### src/rtl/alu_flagged_n.sv
// Parametrised-width ALU with a registered result, a registered {O,N,C,Z} flag
// register and an En/Valid handshake; carry-in for ADC and rotates comes from the held C flag.
module alu_flagged_n #(
    parameter int WIDTH = 8
) (
    input  logic             CLK,
    input  logic             RST,
    input  logic             En,
    input  logic [3:0]       FunSel,
    input  logic [WIDTH-1:0] A,
    input  logic [WIDTH-1:0] B,
    output logic [WIDTH-1:0] OutALU,
    output logic [3:0]       OutFlag,
    output logic             Valid
);

    // Handshake: an op is accepted on every rising CLK edge where En=1 and RST=0.
    // Its result and flags appear together one cycle later with Valid=1 for exactly
    // that cycle; there is no backpressure, so every accepted op produces one Valid pulse.

    localparam logic [3:0] OP_MOVA = 4'h0;
    localparam logic [3:0] OP_MOVB = 4'h1;
    localparam logic [3:0] OP_NOTA = 4'h2;
    localparam logic [3:0] OP_NOTB = 4'h3;
    localparam logic [3:0] OP_ADD  = 4'h4;
    localparam logic [3:0] OP_ADC  = 4'h5;
    localparam logic [3:0] OP_SUB  = 4'h6;
    localparam logic [3:0] OP_AND  = 4'h7;
    localparam logic [3:0] OP_OR   = 4'h8;
    localparam logic [3:0] OP_XOR  = 4'h9;
    localparam logic [3:0] OP_LSL  = 4'hA;
    localparam logic [3:0] OP_LSR  = 4'hB;
    localparam logic [3:0] OP_ASL  = 4'hC;
    localparam logic [3:0] OP_ASR  = 4'hD;
    localparam logic [3:0] OP_ROL  = 4'hE;
    localparam logic [3:0] OP_ROR  = 4'hF;

    logic [WIDTH-1:0] out_alu_q, out_alu_d;
    logic [3:0]       flag_q, flag_d;
    logic             valid_q;

    logic [WIDTH-1:0] add_b;
    logic             cin;
    logic [WIDTH:0]   sum;
    logic             c_cur;
    logic             o_d, c_d;

    assign c_cur = flag_q[1];

    // One shared adder: SUB is A + ~B + 1, ADC injects the held carry.
    always_comb begin
        add_b = B;
        cin   = 1'b0;
        if (FunSel == OP_ADC) begin
            cin = c_cur;
        end else if (FunSel == OP_SUB) begin
            add_b = ~B;
            cin   = 1'b1;
        end
        sum = {1'b0, A} + {1'b0, add_b} + {{WIDTH{1'b0}}, cin};
    end

    always_comb begin
        out_alu_d = A;
        c_d       = flag_q[1];
        o_d       = flag_q[3];
        case (FunSel)
            OP_MOVA: out_alu_d = A;
            OP_MOVB: out_alu_d = B;
            OP_NOTA: out_alu_d = ~A;
            OP_NOTB: out_alu_d = ~B;
            OP_ADD, OP_ADC, OP_SUB: begin
                out_alu_d = sum[WIDTH-1:0];
                c_d       = sum[WIDTH];
                // With add_b already inverted for SUB, one overflow rule serves all three.
                o_d       = (A[WIDTH-1] == add_b[WIDTH-1]) &&
                            (sum[WIDTH-1] != A[WIDTH-1]);
            end
            OP_AND:  out_alu_d = A & B;
            OP_OR:   out_alu_d = A | B;
            OP_XOR:  out_alu_d = A ^ B;
            OP_LSL: begin
                out_alu_d = {A[WIDTH-2:0], 1'b0};
                c_d       = A[WIDTH-1];
            end
            OP_LSR: begin
                out_alu_d = {1'b0, A[WIDTH-1:1]};
                c_d       = A[0];
            end
            OP_ASL: begin
                out_alu_d = {A[WIDTH-2:0], 1'b0};
                o_d       = A[WIDTH-1] ^ A[WIDTH-2];
            end
            OP_ASR:  out_alu_d = {A[WIDTH-1], A[WIDTH-1:1]};
            OP_ROL: begin
                out_alu_d = {A[WIDTH-2:0], c_cur};
                c_d       = A[WIDTH-1];
            end
            OP_ROR: begin
                out_alu_d = {c_cur, A[WIDTH-1:1]};
                c_d       = A[0];
            end
            default: out_alu_d = A;
        endcase
        flag_d = {o_d, out_alu_d[WIDTH-1], c_d, (out_alu_d == '0)};
    end

    always_ff @(posedge CLK or posedge RST) begin
        if (RST) begin
            out_alu_q <= '0;
            flag_q    <= 4'b0000;
            valid_q   <= 1'b0;
        end else if (En) begin
            out_alu_q <= out_alu_d;
            flag_q    <= flag_d;
            valid_q   <= 1'b1;
        end else begin
            valid_q   <= 1'b0;
        end
    end

    assign OutALU  = out_alu_q;
    assign OutFlag = flag_q;
    assign Valid   = valid_q;

endmodule

### config.mk
export PLATFORM = sky130hd
export DESIGN_NAME = alu_flagged_n
export DESIGN_NICKNAME = d
export VERILOG_FILES = /design/src/rtl/alu_flagged_n.sv
export SDC_FILE = /design/constraint.sdc
export NUM_CORES = 1
export LEC_CHECK = 0
export ABC_CLOCK_PERIOD_IN_PS = 3600
export CAP_MARGIN = 20
export CORE_ASPECT_RATIO = 1.1
export CORE_MARGIN = 5
export CORE_UTILIZATION = 55
export DETAILED_ROUTE_END_ITERATION = 7
export GPL_ROUTABILITY_DRIVEN = 0
export PLACE_DENSITY = 0.82
export SLEW_MARGIN = 25
export SYNTH_ARGS = -nofsm -noshare
export SYNTH_HDL_FRONTEND = slang
export SYNTH_SLANG_ARGS = --single-unit
### constraint.sdc
create_clock -name CLK -period 3.6 [get_ports CLK]
set_input_delay 0.9 -clock CLK [delete_from_list [all_inputs] [get_ports CLK]]
set_output_delay 0.9 -clock CLK [all_outputs]
set_load 0.01 [all_outputs]
# Word level (Yosys, flattened, before mapping)
# Index checks and enable logic that the tools add are counted.
# Widths: inputs -> output; s select.
[totals] output_inout_bits=13 ff_bits=13 elab_cells=49 inputBits=23
[op_classes] n_reduce_logical=11 bitwise_logic=6 eq_ne=17 mux=8 add_sub_neg=2
[ops] operator="$pmux 8 s13" count=1
[ops] operator="$eq 4x4->1 const B" count=8
[ops] operator="$eq 4x3->1 const B" count=4
[ops] operator="$mux 8" count=2
[ops] operator="$not 8->8" count=2
[ops] operator="$add 8x8->9" count=1
[ops] operator="$add 9x1->9" count=1
[ops] operator="$and 8x8->8" count=1
[ops] operator="$eq 4x2->1 const B" count=2
[ops] operator="$logic_not 8->1" count=1
[ops] operator="$or 8x8->8" count=1
[ops] operator="$xor 8x8->8" count=1
[ops] operator="$reduce_or 2->1" count=3
[ops] operator="$eq 4x1->1 const B" count=1
[ops] operator="$logic_not 4->1" count=1
[ops] operator="$reduce_and 2->1" count=2
[ops] operator="$mux 1" count=3
[ops] operator="$pmux 1 s3" count=1
[ops] operator="$reduce_bool 3->1" count=1
[ops] operator="$reduce_or 3->1" count=1
[ops] operator="$pmux 1 s2" count=1
[ops] operator="$reduce_bool 2->1" count=1
[ops] operator="$eq 1x1->1" count=1
[ops] operator="$logic_and 1x1->1" count=1
[ops] operator="2 further kinds" count=2

# Logic depth before layout (Yosys ltp)
[depth] word_depth=8 mapped_depth=14 depth_no_buf=12

# Least setup slack after synthesis
# OpenSTA, ideal clock, no wires.
[synth_path] path_type="input to register" start="input FunSel[3]" end="register flag_q[0], in the netlist OutFlag[0]" stages=14 setup_time_ns=0.095 required_time_ns=3.505 path_buffers=2 path_slack_ns=-0.305 arrival_time_ns=3.809 path_cell_list="buf_4 -> buf_4 -> inv_1 -> nand2_1 -> nor2_2 -> xnor2_1 -> fa_1 -> fa_1 -> a21o_1 -> a211oi_1 -> nor3_1 -> o32a_1 -> nand3b_1 -> o32ai_2"
[synth_between] elab_chain_cells=7 word_cells_on_any_way=26 cone_classes="add/sub (2); eq/ne (15); mux (5); reduce/logical (4)"
[synth_rtl] item="from (decl)" line_no="9" rtl="input logic [3:0] FunSel,"
[synth_rtl] item="$eq 4x3->1" line_no="56, 67"
[synth_rtl] item="$mux 8" line_no="56" rtl="end else if (FunSel == OP_SUB) begin"
[synth_rtl] item="$mux 8" line_no="54" rtl="if (FunSel == OP_ADC) begin"
[synth_rtl] item="$add 8x8->9" line_no="60" rtl="sum = {1'b0, A} + {1'b0, add_b} + {{WIDTH{1'b0}}, cin};"
[synth_rtl] item="$add 9x1->9" line_no="60"
[synth_rtl] item="$pmux 8 s13 *" line_no="67" rtl="case (FunSel)"
[synth_rtl] item="$logic_not 8->1 *" line_no="105" rtl="flag_d = {o_d, out_alu_d[WIDTH-1], c_d, (out_alu_d == '0)};"
[synth_rtl] item="to (signal assigned)" line_no="115" rtl="flag_q <= flag_d;"
[synth_rtl] item="to (decl)" line_no="39" rtl="logic [3:0] flag_q, flag_d;"
# Every way passes the cells marked *; elsewhere a longest branch is shown, timed or not.
# A chain may end at the register's enable or synchronous reset.

# Worst setup path in the final report
[layout_path] start="input FunSel[0]" end="register flag_q[0], in the netlist OutFlag[0]"
# The elaborated chain is that of the path after synthesis.

==> impl_metrics.csv <==
group,metric,value,unit
power_and_ir_drop,leakagePower,1.23,nW
worst_setup_path,path_buf_inv,1,
floorplan,io-pin-count,36,
clocking,cts_buffers,3,
finish,fin_util,75.1,%
sta,tightest_slew,0.494,ns
power_and_ir_drop,power_density,253,nW/um^2
run,maxCapViolations,0,
clocking,clk_pin_slew,0.06,ns
hold_path,min_to,"OutALU[5]",
floorplan,core_area,3710,sq um
clocking,cts_root_buf,"clkbuf_8",
worst_setup_path,rr_worst_depth,10,
worst_setup_path,cp-start-kind,"primary input",
synth,ys_warn_count,0,
finish,mostFrequentLayoutCells,"buf_4, clkdlybuf4s50_1, ha_1",
worst_setup_path,max_stage_delay,0.44,ns
synth,ys_top_cells_by_area,"dfrtp_1, ha_1, a21oi_1",
clocking,clock_path_buffers,2,
global_route,antenna_found_initial,0,
floorplan,die_height,75.3,um
synth,synthFlopType,"dfrtp_1",
place,hpwlAfterDp,4.80,mm
drt,wl_per_cell,16.8,um
sta,slew_viol_final,0,
hold_path,min_from,"OutALU[5]",
worst_setup_path,cp-end-kind,"flip-flop",
sta,rsz0062_at_grt,"no",
drt,ant_nets,0,
global_route,grt_use_total,24.1,%
drt,drt_iter0_markers,200,
drt,route.detailed.drc,0,
global_route,grt_pass1_wl,10.2,mm
finish,n_antenna_cell,0,
power_and_ir_drop,vdd_ir_drop_max,0.236,mV
outcome,status,"completed",
worst_setup_path,ff2ff_setup_slack,0.99,ns
finish,final_cells,374,
global_route,gr-total-overflow,0,
sta,layout_setup_ws,0.145,ns
synth,ys_seq_area_share,14.1,%
synth,synth_top_area_share,14.1,%
worst_setup_path,crit_fanout,3,
sta,tns,0,ns
synth,syn_nets,313,
drt,viasPerCell,6.07,
global_route,first_global_vias,2110,
worst_setup_path,required,3.75,ns
floorplan,chipWidth,69.4,um
synth,synth_area_per_cell,8.09,sq um
worst_setup_path,arrival,3.61,ns
finish,layout-area-overhead-vs-synth,30.5,%
place,placedCellCount,369,
worst_setup_path,crit_path_top_delay_cell,"fa_2",
place,port_buffers,35,
drt,firstDrtPassIters,5,
floorplan,initial_utilization,57.5,%
clocking,tritoncts,"yes",
clocking,cts-htree-levels,1,
sta,finalSetupViolCount,0,
clocking,clock_latency,0.24,ns
synth,synth-edff-count,0,
finish,nets,374,
sta,clock-skew-final,0.00177,ns
worst_setup_path,crit_cells,12,
worst_setup_path,critPathKind,"in -> reg",
finish,drive_above_1_share,22.2,%
worst_setup_path,crit_chain,"dlygate4sd2_1, or2b_1, nor2_4, xnor2_2, fa_2, fa_2, a21o_1, a21oi_1, a2111oi_1, nor3_1, o221ai_1, o32ai_2",
sta,fin_crit_sh,96.0,%
drt,vias,2270,
clocking,clock_sink_count,12,
synth,synth-async-reset-ratio,100,%
sta,slew_headroom,66.8,%
drt,wl,6.27,mm
floorplan,rows,23,
hold_path,min_path_cells,1,
finish,final_common_cell,"buf_4",
worst_setup_path,worst_r2r_endpoint,"OutFlag[0]",
sta,fmaxAchievable,289,MHz
synth,ys_ff_latch,12,
floorplan,die_area,5230,sq um
hold_path,hp-class,"reg -> reg",
synth,synth.distinct_cells,67,
power_and_ir_drop,power.total,0.706,mW
place,dpl_worst_slack,-0.377,ns
sta,finalHoldViolCount,0,
global_route,grt_max_degree,36,
worst_setup_path,r2r_start,"OutFlag[1]",
worst_setup_path,critPathTopFamily,"adder cells",
sta,fin_crit,3.46,ns
synth,synth_area,2130,sq um
worst_setup_path,crit_top_cell,"fa_2",
synth,yosysTopAreaCell,"dfrtp_1",
synth,synth_cells,264,
[stage by stage]
stage | area (sq um) | hold slack [ns]
after floorplan | 2170 | 0.513
after global placement | 2700 | 0.466
after detailed placement | 2700 | 0.476
after CTS | 2780 | 0.489
after global routing | 2790 | 0.498
final | 2790 | 0.488
[where the power goes]
part / switching (mW) / internal (mW) / total [mW]
Combinational: 0.189 / 0.197 / 0.386
Sequential: 0.0138 / 0.155 / 0.169
Clock: 0.0544 / 0.0968 / 0.151
[registers in the layout (all words and copies together) (netlist names)]
signal,flops
OutALU,8
OutFlag,3
Valid,1
[how the worst max path moves through the flow]
| stage | from | slack, ns | endpoint |
|---|---|---|---|
| 2_1_floorplan | FunSel[0] | -0.05 | OutFlag[0] |
| 3_3_place_gp | FunSel[1] | -0.28 | OutFlag[0] |
| 3_5_place_dp | FunSel[1] | -0.38 | OutFlag[0] |
| 4_1_cts | FunSel[3] | 0.08 | OutFlag[0] |
| 5_1_grt | FunSel[0] | 0.02 | OutFlag[0] |
| 6_report | FunSel[0] | 0.14 | OutFlag[0] |
[layer usage]
metal / vias up / GRT usage, % / share of wire, %
met4: 0 / 4.99 / 1.2
li1: 1102 / - / -
met5: - / 0 / 0
met1: 1079 / 32.1 / 44
met2: 81 / 41.6 / 48
met3: 8 / 4.35 / 6.8
[synth_stat cells, types with 4 or more instances]
library cell / number
a211oi_1: 7
nand3b_1: 4
a21o_1: 4
or3_1: 4
nand3_1: 5
nand2_1: 12
ha_1: 24
buf_6: 6
o21ai_0: 7
a31oi_1: 7
xnor2_1: 9
a21oi_1: 20
nor3_1: 9
inv_1: 22
nor2_1: 19
mux2i_1: 9
dfrtp_1: 12
o22ai_1: 5
[what timing repair did]
| action | 4_1_cts | 5_1_grt |
|---|---|---|
| hold buffers | 0 | 0 |
| resized for setup | 6 | 3 |
| pin swaps | 10 | 2 |
| setup buffers | 1 | 0 |
| gates cloned | 0 | 0 |
| endpoints found under the setup margin | 3 | 2 |
[kinds of logic after synthesis]
| kind of cell | share of synthesized area, % |
|---|---|
| compound gates | 26.8 |
| xor+xnor | 4.10 |
| fa+ha+maj | 15.9 |
| buf+inv | 11.1 |
| flops | 14.1 |
| mux | 4.75 |
| simple gates | 23.2 |
[cell type report]
type                            instances  area (sq um)
Fill cell                             262           926
Inverter                               22          85.1
Clock buffer                            4          55.1
Timing Repair Buffer                   73           638
Sequential cell                        12           300
Multi-Input combinational cell        213          1650
Tap cell                               50          62.6
Power figures use the tool's default switching activity.
